**config.mk**
```make
export PLATFORM = sky130hd
export DESIGN_NAME = softstop_xu1_xstepdown_xsoftstop
export DESIGN_NICKNAME = d
export VERILOG_FILES = /design/src/rtl/softstop_xu1_xstepdown_xsoftstop.sv
export SDC_FILE = /design/constraint.sdc
export NUM_CORES = 1
export LEC_CHECK = 0
export CORE_ASPECT_RATIO = 1.25
export CORE_MARGIN = 5
export CORE_UTILIZATION = 55
export DETAILED_ROUTE_END_ITERATION = 12
export DONT_BUFFER_PORTS = 1
export GPL_ROUTABILITY_DRIVEN = 1
export PLACE_DENSITY = 0.7
export RECOVER_POWER = 100
export SLEW_MARGIN = 40
export SYNTH_ARGS = -nofsm -noshare
export SYNTH_HDL_FRONTEND = slang
export SYNTH_SLANG_ARGS = --single-unit
```
**constraint.sdc**
```tcl
create_clock -name clk -period 1.98 [get_ports clk]
set_clock_uncertainty 0.1 [all_clocks]
set_input_delay 0.594 -clock clk [delete_from_list [all_inputs] [get_ports clk]]
set_output_delay 0.594 -clock clk [all_outputs]
set_load 0.02 [all_outputs]
```
**src/rtl/softstop_xu1_xstepdown_xsoftstop.sv**
```systemverilog
// ----------------------------------------------------------------------------
// softstop_xu1_xstepdown_xsoftstop
//
// Soft-stop ramp sequencer for the step-down converter. While enabled it
// follows the soft-start DAC code. On disable it walks the reference code down
// to zero at one LSB per STEP_DIV clocks. It then holds the output discharge
// switch on for DIS_CYCLES clocks and pulses done.
//
// Ports:
//   clk      block clock, all state updates on the rising edge
//   rst      synchronous, active-high reset
//   CELV     supply pin, pass-through only
//   CELG     ground pin, pass-through only
//   SUB      substrate pin, pass-through only
//   en       converter enable from soft-start (level sensitive)
//   code_in  current soft-start DAC code
//   code     reference code to the DAC mux (registered)
//   busy     high while ramping down or discharging
//   dis      output discharge switch enable
//   done     one-cycle pulse in the last discharge cycle
// ----------------------------------------------------------------------------
module softstop_xu1_xstepdown_xsoftstop #(
  parameter int WIDTH      = 8,
  parameter int STEP_DIV   = 16,
  parameter int DIS_CYCLES = 64
) (
  input  logic             clk,
  input  logic             rst,
  input  logic             CELV,
  input  logic             CELG,
  input  logic             SUB,
  input  logic             en,
  input  logic [WIDTH-1:0] code_in,
  output logic [WIDTH-1:0] code,
  output logic             busy,
  output logic             dis,
  output logic             done
);

  localparam int PW = (STEP_DIV   > 1) ? $clog2(STEP_DIV)   : 1;
  localparam int DW = (DIS_CYCLES > 1) ? $clog2(DIS_CYCLES) : 1;

  localparam logic [PW-1:0] PRESC_LAST = PW'(STEP_DIV - 1);
  localparam logic [DW-1:0] DCNT_LAST  = DW'(DIS_CYCLES - 1);

  typedef enum logic [1:0] {
    S_IDLE   = 2'd0,
    S_TRACK  = 2'd1,
    S_RAMPDN = 2'd2,
    S_DISCH  = 2'd3
  } state_e;

  state_e           state_q, state_d;
  logic [WIDTH-1:0] code_q,  code_d;
  logic [PW-1:0]    presc_q, presc_d;
  logic [DW-1:0]    dcnt_q,  dcnt_d;

  // The supply, ground and substrate pins carry no logic; they are only
  // gathered here so they read as intentionally unconnected.
  logic unused_pins;
  assign unused_pins = ^{CELV, CELG, SUB};

  // --------------------------------------------------------------------------
  // State register
  // --------------------------------------------------------------------------
  // NOTE: sequential state uses non-blocking (<=) so every flop samples the
  // pre-edge values; the reset is synchronous, so it only acts on an edge.
  always_ff @(posedge clk) begin
    if (rst) begin
      state_q <= S_IDLE;
      code_q  <= '0;
      presc_q <= '0;
      dcnt_q  <= '0;
    end else begin
      state_q <= state_d;
      code_q  <= code_d;
      presc_q <= presc_d;
      dcnt_q  <= dcnt_d;
    end
  end

  // --------------------------------------------------------------------------
  // Next-state and datapath
  // --------------------------------------------------------------------------
  // NOTE: every signal written here gets a default first, so no path through
  // the case can leave it unassigned and infer a latch.
  always_comb begin
    state_d = state_q;
    code_d  = code_q;
    presc_d = presc_q;
    dcnt_d  = dcnt_q;

    unique case (state_q)
      S_IDLE: begin
        code_d  = '0;
        presc_d = '0;
        dcnt_d  = '0;
        if (en) state_d = S_TRACK;
      end

      S_TRACK: begin
        if (en) begin
          code_d = code_in;
        end else begin
          // Keep the last tracked code; the ramp starts from it.
          state_d = S_RAMPDN;
          presc_d = '0;
        end
      end

      S_RAMPDN: begin
        if (en) begin
          // Re-enable aborts the ramp and wins over a pending decrement.
          state_d = S_TRACK;
          code_d  = code_in;
        end else if (code_q == '0) begin
          state_d = S_DISCH;
          dcnt_d  = '0;
        end else if (presc_q == PRESC_LAST) begin
          code_d  = code_q - WIDTH'(1);
          presc_d = '0;
        end else begin
          presc_d = presc_q + PW'(1);
        end
      end

      S_DISCH: begin
        // en is deliberately ignored so the minimum discharge time holds.
        code_d = '0;
        if (dcnt_q == DCNT_LAST) begin
          state_d = S_IDLE;
          dcnt_d  = '0;
        end else begin
          dcnt_d = dcnt_q + DW'(1);
        end
      end

      default: begin
        state_d = S_IDLE;
        code_d  = '0;
        presc_d = '0;
        dcnt_d  = '0;
      end
    endcase
  end

  // --------------------------------------------------------------------------
  // Outputs, decoded from registered state only
  // --------------------------------------------------------------------------
  always_comb begin
    code = code_q;
    busy = (state_q == S_RAMPDN) || (state_q == S_DISCH);
    dis  = (state_q == S_IDLE)   || (state_q == S_DISCH);
    done = (state_q == S_DISCH)  && (dcnt_q == DCNT_LAST);
  end

endmodule

```
Yosys cells after proc, flatten, opt, wreduce, memory -nomap -nowiden
Index checks and enable logic that the tools add are counted.
- eq/ne operators: 15
- mux-type cells: 20
- reductions and logical operators: 12
- $add $sub $neg: 3
- operators by type and width (kind ; number):
    8-bit two-way mux ; 4
    8-bit one-hot mux with 3 select lines ; 1
    6-bit two-way mux ; 3
    6-bit one-hot mux with 3 select lines ; 1
    4-bit two-way mux ; 4
    2-bit != test, second input constant ; 7
    4-bit one-hot mux with 3 select lines ; 1
    2-bit two-way mux ; 5
    3-bit != test, second input constant ; 3
    8-bit zero test ; 1
    2-bit one-hot mux with 4 select lines ; 1
    4-bit AND reduction ; 2
    8-bit by 1-bit subtractor with 8-bit output, second input constant ; 1
    6-bit by 1-bit adder with 6-bit output, second input constant ; 1
    6-bit == test, second input constant ; 1
    3-bit AND reduction ; 2
    3-bit nonzero test ; 2
    4-bit by 1-bit adder with 4-bit output, second input constant ; 1
    2-bit == test, second input constant ; 2
    4-bit == test, second input constant ; 1
    2-bit by 1-bit == test with 1-bit output, second input constant ; 1
    2-bit zero test ; 1
    1-bit logical OR ; 2
    2-bit OR reduction ; 1
    1-bit logical AND ; 1
- word-level logic and storage cells: 54
- register bits: 20
- input bits: 14

Logic depth before layout (Yosys ltp)
Gate-level depths: netlist (run 1).
- depth in word-level cells: 5
- mapped depth: 7

Worst setup path after synthesis (run 1)
Ideal clock, no wire load.
- path type: register to register
- start point: register code_q[0], in the netlist code[0]
- end point: register presc_q[0]
- arrival: 1.805 ns
- stages on the path, launching flop included: 7
- clock period less this slack: 1.980 ns
- slack: 0.000 ns
- cell sequence: dfxtp_1 inv_1 ha_1 nor3b_2 a2111oi_0 nand2_1 o22ai_1
- cells in the longest elaborated chain, start to end: 3
- ends and longest elaborated chain (element ; line ; text):
    from (decl) ; 54 ; logic [WIDTH-1:0] code_q, code_d;
    from (signal assigned) ; 76 ; code_q <= code_d;
    8-bit zero test ; 116 ; end else if (code_q == '0) begin
    2-bit != test (no source line) ; - ;
    4-bit AND reduction (no source line) ; - ;
    to (signal assigned) ; 77 ; presc_q <= presc_d;
    to (decl) ; 55 ; logic [PW-1:0] presc_q, presc_d;
No other way between the ends.
A chain may end at the register's enable or synchronous reset.

Worst setup path after layout (run 1)
- start point: register state_q[0]
- end point: output done
- cells in the longest elaborated chain, start to end: 2
- ends and longest elaborated chain (element ; line ; text):
    from (decl) ; 53 ; state_e state_q, state_d;
    from (signal assigned) ; 75 ; state_q <= state_d;
    2-bit == test ; 154 ; done = (state_q == S_DISCH) && (dcnt_q == DCNT_LAST);
    1-bit logical AND ; 154 ;
    to (decl) ; 37 ; output logic done
No other way between the ends.

==> results of run 1 <==
## area by class of cell
class                      instances  area [um2]
multi-input combinational        141        1030
fill                             210         722
sequential                        20         407
timing repair buffer              28         200
tap                               33        41.3
inverter                          10        37.5
clock buffer                       4        36.3
## worst max-delay path: stages, from the launching register on
cell and delay, ns:
dfxtp_2 0.36, buf_6 0.11, ha_4 0.16, nand3_2 0.09, nor2_2 0.16, buf_6 0.13
## power by group through the flow
stage	registers, W	logic [W]	clock network (W)
floorplan	0.000626	0.000836	0
global placement	0.000555	0.00131	0
detailed placement	0.000562	0.00135	0
CTS	0.000561	0.00138	0.000245
global route	0.000578	0.00163	0.000262
finish	0.000567	0.00148	0.000246
## cells by family after synthesis
family          after synthesis  share of synthesized area
compound gates               69                      0.331
simple gates                 61                      0.248
flops                        20                      0.278
buf+inv                      18                     0.0478
fa+ha+maj                    11                     0.0956
## path summary, 6_finish.rpt
kind / startpoint / to / slack, ns / cells after the start
max: state_q[0]$_SDFFE_PP0P_ / done / -0.03 / 5
min: rst / dcnt_q[1]$_SDFFE_PP0P_ / 0.23 / 1
max reg2reg: state_q[0]$_SDFFE_PP0P_ / code[4]$_SDFFE_PP0P_ / 0.09 / 8
min reg2reg: presc_q[0]$_SDFFE_PP0P_ / presc_q[0]$_SDFFE_PP0P_ / 0.38 / 1
## layer usage
metal,vias up,wire [um]
met3,11,265
met2,63,2070
met4,0,93
met1,741,1690
li1,739,-
met5,-,0
## timing repair
| action | CTS | global route |
|---|---|---|
| hold endpoints to repair | 0 | 0 |
| buffers inserted | 0 | 6 |
| hold buffers | 0 | 0 |
| endpoints found under the setup margin | 3 | 11 |
| pin swaps | 0 | 1 |
| resized for setup | 9 | 13 |
## synthesized netlist by cell type, drive strengths merged (2+ instances only)
library cell / instances
nor4: 3
a32oi: 3
or2: 2
and3: 2
nand3: 5
nor3: 4
nor2b: 3
ha: 11
dfxtp: 20
a21oi: 21
o31ai: 7
nand3b: 4
inv: 10
a21o: 4
clkbuf: 7
a211o: 2
nand4: 4
o32ai: 4
o21a: 2
nor3b: 2
nor2: 9
a22oi: 3
a32o: 2
nand2b: 5
or4: 3
o21ai: 7
a211oi: 5
nand2: 11
## state kept, by name (all words and copies together) (netlist names)
name and cells:
code 8, dcnt_q 6, presc_q 4, state_q 2
## per-stage QoR
| stage | hold WS [ns] | setup TNS, ns | util |
|---|---|---|---|
| 4_1_cts | 0.236 | 0 | 0.678 |
| 6_report | 0.234 | -0.0280 | 0.709 |
| 2_1_floorplan | 0.348 | 0 | - |
| 3_3_place_gp | 0.364 | 0 | 0.653 |
| 5_1_grt | 0.225 | -0.142 | 0.709 |
| 3_5_place_dp | 0.376 | 0 | 0.653 |
==> summary.md, run 1 <==
| Metric | Value |
|---|---|
| H-Tree Depth | `1` |
| Largest net degree at the start of global routing | `22` |
| CP arrival | `about 1.3 ns` |
| Clock buffer depth | `2` |
| IO buf count | `0` |
| Share of the yosys chip area belonging to registers | `0.278` |
| MaxCap Viol Count | `0` |
| CP Capture Type | `primary output` |
| Final Max Slew Viols | `0` |
| Synth warn | `0` |
| Area growth syn-to-layout | `21.9%` |
| Pwr Total | `about 0.0023 W` |
| Setup WS pre-CTS | `~0.07 ns` |
| Grt ovf | `0` |
| Placed Cells | `between 200 and 250` |
| Fin cells | `236` |
| CP required | `~1.3 ns` |
| Syn Area/Cell | `approximately 8.0 um2` |
| Crit-path max FO | `6` |
| Ys flop type | `dfxtp_1` |
| Critical Path Start Type | `register` |
| Via count | `around 1600` |
| Die ar. | `between 3000 and 4000 um2` |
| Total wire length | `a little over 4000 um` |
| Commonest non-fill, non-tap cells in the layout | `a21oi_1, buf_4, dfxtp_1, nand2_1` |
| Main area contributors after synthesis | `dfxtp_1, ha_1, a21oi_1` |
| # rows | `20` |
| Fin crit share | `1.01` |
| Clock Latency Late Sink | `approximately 0.30 ns` |
| Synthesized cell area | `about 1400 um2` |
| Ys async rst share | `0` |
| Max-slew headroom | `0.687` |
| Register bit total from synthesis | `20` |
| Mapped Nets | `204` |
| Vias per Instance | `between 6 and 7` |
| Sw frac | `0.468` |
| Final antenna-violating net count | `0` |
| DRC viols | `0` |
| Leading area contributor after synthesis | `dfxtp_1` |
| Final #Nets | `approximately 230` |
| Pint | `roughly 0.0012 W` |
| Crit Path Category | `register to primary output` |
| Routed wire per std cell | `between 15 and 20 um` |
| RD Place Congestion | `about 0.87` |
| Pleak | `around 0.68 nW` |
| Synth cell types | `47` |
| CTS buffer count | `3` |
| Busiest layer in global routing | `met2` |
| Final worst slack | `-0.0280 ns` |
| Gate Count Post-Synth | `around 180` |
| Die Span Y | `around 67 um` |
| Clock-pin slew on the worst setup and hold paths | `between 0.1 and 0.15 ns` |
| Most common cell after layout, fill and taps aside | `a21oi_1` |
| Sequential Power Share | `0.247` |
| Final setup fails | `1` |
| First DRT Iteration DRCs | `100` |
| Final min period | `2.01 ns` |
| Final hold violations | `0` |
| Design Area, Final | `around 1800 um2` |
| Area share of the largest cell type after synthesis | `0.278` |
| Failing checks | `negative setup slack` |
| Combinational Power Share | `0.646` |
| Clock power share | `0.107` |
| M1 GR Usage | `0.267` |
| Hold crit path type | `primary input to register` |
| Worst-margin pin slew | `between 0.4 and 0.5 ns` |
| Post-synth EDFFs | `0` |
| Outcome | `finished, violations left` |
| Initial Utilization | `0.581` |
| Dpl hpwl | `just under 3000 um` |
| Psw | `0.00107 W` |
| # IOs | `25` |
| Vias in the first global route | `1553` |
| Antenna violations before repair | `0` |
| CTS tree | `done` |
| Share of layout cells above drive strength 1 | `0.236` |
| Area post-placement | `between 1500 and 2000 um2` |
| Clk sinks | `20` |
| Die width | `55.8 um` |
| Core ar. | `roughly 2500 um2` |
| Peak supply drop | `~0.78 mV` |
| Antenna diodes | `0` |
| Clock Tree Root | `clkbuf_4` |
| Routing usage on met2 | `0.416` |
| Global-route wire length before repair | `around 6900 um` |
| Fmax | `498 MHz` |
| Pre-antenna DRT Iters | `4` |
| RSZ-0062 raised after global routing | `yes` |
| Routing usage on met3 | `0.0421` |
| GR Util All Layers | `0.227` |
| PwrDens | `1310 nW/um2` |
Power figures use the tool's default switching activity.
==> run 2: changes to the inputs <==
Settings changed: PLACE_DENSITY 0.7 to 0.81.
Clock period 1.98 ns to 1.8 ns, I/O delays scaled along.
==> run 2 against run 1 <==
  * The flow still finishes with violations (negative setup slack)
  * Core utilization is 16 points higher
  * Global-route usage grew 1.9 points
  * Sequential power rose by 11%
  * Register-to-register slack worse by 0.12 ns
  * Routed wire length increased by 41%
  * Setup slack worse by 0.093 ns
  * First-iteration DRC count up 78%
  * Critical path depth unchanged
==> summary.md, run 2 (synthesis gave the netlist of run 1 again) <==
| Metric | Value |
|---|---|
| Peak supply drop | `approximately 1.4 mV` |
| Crit-path max FO | `4` |
| PwrDens | `approximately 1600 nW/um2` |
| Clock Latency Late Sink | `approximately 0.31 ns` |
| MaxCap Viol Count | `0` |
| Slowest CP cell | `dfxtp_2` |
| Total wire length | `about 5800 um` |
| Failing checks | `negative setup slack` |
| CP required | `around 1.2 ns` |
| Core ar. | `approximately 2500 um2` |
| Final #Nets | `about 240` |
| Clk sinks | `20` |
| Max-slew headroom | `0.656` |
| Final hold violations | `0` |
| Pre-antenna DRT Iters | `5` |
| Final antenna-violating net count | `0` |
| Most common cell after layout, fill and taps aside | `buf_4` |
| Area growth syn-to-layout | `50.1%` |
| Pleak | `between 0.8 and 0.9 nW` |
| Grt ovf | `0` |
| Design Area, Final | `2160 um2` |
| Global-route wire length before repair | `approximately 7300 um` |
| Area post-placement | `1740 um2` |
| RSZ-0062 raised after global routing | `yes` |
| GR Util All Layers | `0.246` |
| Largest net degree at the start of global routing | `22` |
| Routed wire per std cell | `approximately 23 um` |
| Share of layout cells above drive strength 1 | `0.463` |
| Die ar. | `3750 um2` |
| CP Capture Type | `primary output` |
| Hold WS | `0.161 ns` |
| Vias in the first global route | `about 1600` |
| CP arrival | `1.28 ns` |
| # rows | `20` |
| RD Place Congestion | `0.830` |
| DRC viols | `0` |
| Dpl hpwl | `3140 um` |
| Vias per Instance | `approximately 7.4` |
| Fin crit share | `1.07` |
| Setup TNS Final | `-0.387 ns` |
| Critical Path Start Type | `register` |
| Initial Utilization | `0.581` |
| Outcome | `finished, violations left` |
| H-Tree Depth | `1` |
| Antenna diodes | `0` |
| Antenna violations before repair | `0` |
| Fmax | `about 520 MHz` |
| CTS tree | `done` |
| Delay of the slowest critical-path stage | `roughly 0.38 ns` |
| Hold crit path type | `primary input to register` |
| Cell breakdown of the critical path | `buf_6 > ha_4 > nand3_4 > nor2_4 > buf_6` |
| Commonest non-fill, non-tap cells in the layout | `buf_4, a21oi_1, dfxtp_1, nand2_1, buf_6` |
| Final Max Slew Viols | `0` |
| Clock buffer depth | `2` |
| # fillers | `108` |
| Clock Tree Root | `clkbuf_4` |
| Via count | `between 1500 and 2000` |
| Final min period | `1.92 ns` |
| Worst-margin pin slew | `0.511 ns` |
| IO buf count | `0` |
| CP most frequent cell | `buf_6` |
| First DRT Iteration DRCs | `around 180` |
| Die width | `55.8 um` |
| Hold bufs inserted after CTS | `0` |
| Final worst slack | `-0.121 ns` |
| CTS buffer count | `3` |
| Max reg flops | `8` |
| Final setup fails | `7` |
| Clock-pin slew on the worst setup and hold paths | `about 0.13 ns` |
| Die Span Y | `~67 um` |
| Crit Path Category | `register to primary output` |
| # IOs | `25` |
==> run 2: cell types whose count changed in the layout (fill, tap and decap cells not counted), moves of 3 or more <==
cell and delta:
buf_4 +12, buf_6 +6, ha_4 +6, a21oi_1 -5, clkbuf_1 -5, inv_1 -5, a21oi_2 +4, ha_2 -4
inv_2 +4, dfxtp_1 -3, o32ai_1 -3, o32ai_2 +3
==> run 2: where the power goes <==
part	leakage, nW	switching [W]	total [W]	internal [W]
Sequential	0.166	0.0000942	0.000628	0.000534
Clock	0.0210	0.000159	0.000282	0.000124
Combinational	0.615	0.00137	0.00249	0.00113
Total	0.802	0.00162	0.00340	0.00178
==> run 2: per-stage QoR <==
stage               instances  total power (W)  setup WS (ns)   util
finish                    249          0.00340         -0.121  0.873
global route              249          0.00353         -0.169  0.873
CTS                       247          0.00287         -0.111  0.781
detailed placement        238          0.00234        -0.0469  0.703
global placement          238          0.00223         0.0457  0.703
floorplan                 179          0.00167       0.000357      -
==> run 2: timing repair <==
item / 4_1_cts / 5_1_grt
gates resized for setup: 28 / 41
setup endpoints to repair: 12 / 18
setup buffers: 5 / 4
hold endpoints to repair: 0 / 0
pin swaps: 7 / 9
==> run 2: final cells by class <==
class	count	area, um2	share of cell area
timing repair buffer	41	347	0.160
clock buffer	4	36.3	0.0168
inverter	10	40.0	0.0185
sequential	20	413	0.191
tap	33	41.3	0.0191
multi-input combinational	141	1280	0.594
==> run 2: critical path: cells and delay by family (launching register included) <==
kind	cells	cell delay (ns)
flops	1	0.38
buf+inv	2	0.25
simple gates	2	0.17
fa+ha+maj	1	0.16
==> run 2: final timing paths <==
kind | endpoint | cells past startpoint | startpoint | slack (ns)
max reg2reg | state_q[0]$_SDFFE_PP0P_ | 6 | state_q[1]$_SDFFE_PP0P_ | -0.03
min | dcnt_q[0]$_SDFFE_PP0P_ | 1 | rst | 0.16
min reg2reg | presc_q[0]$_SDFFE_PP0P_ | 1 | presc_q[0]$_SDFFE_PP0P_ | 0.41
max | done | 5 | state_q[0]$_SDFFE_PP0P_ | -0.12
==> run 2: layer usage <==
layer	vias up	track usage	routed length, um
met3	63	0.0478	592
met4	0	0.106	466
li1	769	-	-
met5	-	0	0
met2	173	0.469	2800
met1	832	0.265	1960
==> run 3: changes to the inputs <==
Settings changed: CORE_UTILIZATION 55 to 35, PLACE_DENSITY 0.81 to 0.59.
==> run 3 against run 2 <==
  * The flow still finishes with violations (negative setup slack)
  * Register-to-register slack better by 0.03 ns
  * Combinational power is 17% lower
  * Sequential power is 1% lower
  * Core utilization is 36 points lower
  * Critical endpoint unchanged
  * Largest cell class unchanged
==> summary.md, run 3 (synthesis gave the netlist of run 1 again) <==
| Metric | Value |
|---|---|
| Vias per Instance | `slightly below 6` |
| Reg2Reg Depth | `6` |
| First DRT Iteration DRCs | `60` |
| Vias in the first global route | `1565` |
| HP Start | `rst` |
| Fmax | `545 MHz` |
| Final Max Slew Viols | `0` |
| Grt ovf | `0` |
| Critical Path Start Type | `register` |
| Commonest non-fill, non-tap cells in the layout | `buf_4, dfxtp_1, a21oi_1, nand2_1` |
| Final antenna-violating net count | `0` |
| Failing checks | `negative setup slack` |
| Fin crit share | `1.02` |
| Worst hold path endpoint | `dcnt_q[0]$_SDFFE_PP0P_` |
| Pwr Total | `0.00303 W` |
| PwrDens | `1460 nW/um2` |
| RSZ-0062 raised after global routing | `yes` |
| Clock Latency Late Sink | `~0.26 ns` |
| CP Capture Type | `primary output` |
| RR Endpoint | `state_q[0]$_SDFFE_PP0P_` |
| CTS buffer count | `3` |
| Antenna violations before repair | `0` |
| Hold bufs inserted after CTS | `0` |
| Met2 wire length | `between 2000 and 2500 um` |
| Outcome | `finished, violations left` |
| Worst-margin pin slew | `approximately 0.38 ns` |
| Fin cells | `roughly 270` |
| Dpl hpwl | `between 3000 and 4000 um` |
| IO buf count | `0` |
| Worst Hold Path Cells | `1` |
| Crit Path Category | `register to primary output` |
| Initial Utilization | `0.357` |
| Crit-path max FO | `4` |
| Hold crit path type | `primary input to register` |
| Core ar. | `just over 4000 um2` |
| Die ar. | `approximately 5500 um2` |
| # rows | `26` |
| MaxCap Viol Count | `0` |
| Pre-antenna DRT Iters | `4` |
| Largest net degree at the start of global routing | `22` |
| Via count | `between 1500 and 2000` |
| R2R Setup Slk | `0 ns` |
| RD Place Congestion | `0.944` |
| Final worst slack | `-0.0344 ns` |
| CP required | `1.16 ns` |
| Max-slew headroom | `0.742` |
| Final min period | `about 1.8 ns` |
| Most common cell after layout, fill and taps aside | `buf_4` |
| Final #Nets | `about 240` |
| CP arrival | `1.19 ns` |
| CTS tree | `done` |
| # fillers | `414` |
| Final setup fails | `3` |
| Global-route wire length before repair | `~7000 um` |
| Peak supply drop | `between 0.4 and 0.5 mV` |
| # IOs | `25` |
| Area growth syn-to-layout | `44.1%` |
| Metal-1 WL | `about 1800 um` |
| Share of layout cells above drive strength 1 | `0.417` |
| Placed Cells | `between 200 and 300` |
| H-Tree Depth | `1` |
| Top routing layer used | `met4` |
| DR WL met3 | `roughly 250 um` |
| Pleak | `slightly below 0.8 nW` |
| Clock-pin slew on the worst setup and hold paths | `roughly 0.080 ns` |
| Clk sinks | `20` |
| Total wire length | `approximately 4500 um` |
| Routed wire per std cell | `about 17 um` |
| Max reg flops | `8` |
| Clock buffer depth | `2` |
| Final hold violations | `0` |
| GR Util All Layers | `0.168` |
| Die Span Y | `between 80 and 90 um` |
| Clock Tree Root | `clkbuf_8` |
| Die width | `roughly 67 um` |
| DRC viols | `0` |
| Antenna diodes | `0` |
| R2r startpoint | `dcnt_q[0]$_SDFFE_PP0P_` |
-- run 3: worst max path at each step --
stage | startpoint | to | slack [ns]
after floorplan | code[2]$_SDFFE_PP0P_ | dcnt_q[0]$_SDFFE_PP0P_ | 0.0004
after global placement | state_q[0]$_SDFFE_PP0P_ | code[4]$_SDFFE_PP0P_ | 0.02
after detailed placement | state_q[1]$_SDFFE_PP0P_ | presc_q[0]$_SDFFE_PP0P_ | -0.08
after CTS | state_q[0]$_SDFFE_PP0P_ | busy | -0.05
after global routing | state_q[1]$_SDFFE_PP0P_ | done | -0.09
final | state_q[1]$_SDFFE_PP0P_ | done | -0.03
-- run 3: layer usage --
| layer | GRT usage | vias up |
|---|---|---|
| met3 | 0.0315 | 13 |
| met1 | 0.183 | 762 |
| li1 | - | 763 |
| met4 | 0.0467 | 0 |
| met5 | 0 | - |
| met2 | 0.322 | 44 |
-- run 3: cell type report --
| cell class | instances | area (um2) | area share |
|---|---|---|---|
| Multi-Input combinational cell | 141 | 1170 | 0.563 |
| Sequential cell | 20 | 413 | 0.199 |
| Timing Repair Buffer | 43 | 332 | 0.160 |
| Tap cell | 56 | 70.1 | 0.0338 |
| Clock buffer | 4 | 55.1 | 0.0265 |
| Inverter | 10 | 37.5 | 0.0181 |
-- run 3: power by group --
part | leakage (nW) | switching, W | total, W | internal [W]
logic | 0.591 | 0.00110 | 0.00206 | 0.000957
clock network | 0.0288 | 0.000160 | 0.000355 | 0.000195
registers | 0.166 | 0.0000909 | 0.000619 | 0.000528
total | 0.786 | 0.00135 | 0.00303 | 0.00168
-- run 3: repair_timing --
action,4_1_cts,5_1_grt
pin swaps,4,16
resized for setup,17,34
setup buffers,4,3
endpoints found under the hold margin,0,0
setup endpoints to repair,11,18
-- run 3: per-stage QoR --
| stage | utilization | setup slack (ns) | TNS (ns) | hold slack, ns | instance area, um2 |
|---|---|---|---|---|---|
| floorplan | - | 0.000357 | 0 | 0.348 | 1470 |
| global placement | 0.443 | 0.0182 | 0 | 0.367 | 1790 |
| detailed placement | 0.443 | -0.0839 | -0.223 | 0.391 | 1790 |
| CTS | 0.479 | -0.0475 | -0.0889 | 0.227 | 1930 |
| global route | 0.515 | -0.0942 | -0.543 | 0.219 | 2080 |
| finish | 0.515 | -0.0344 | -0.0561 | 0.221 | 2080 |
-- run 3: critical path, cell delays in order, from the launching register on --
cell and delay (ns):
dfxtp_4 0.38, buf_6 0.10, ha_4 0.13, nand3_2 0.07, nor2_1 0.10, buf_4 0.15
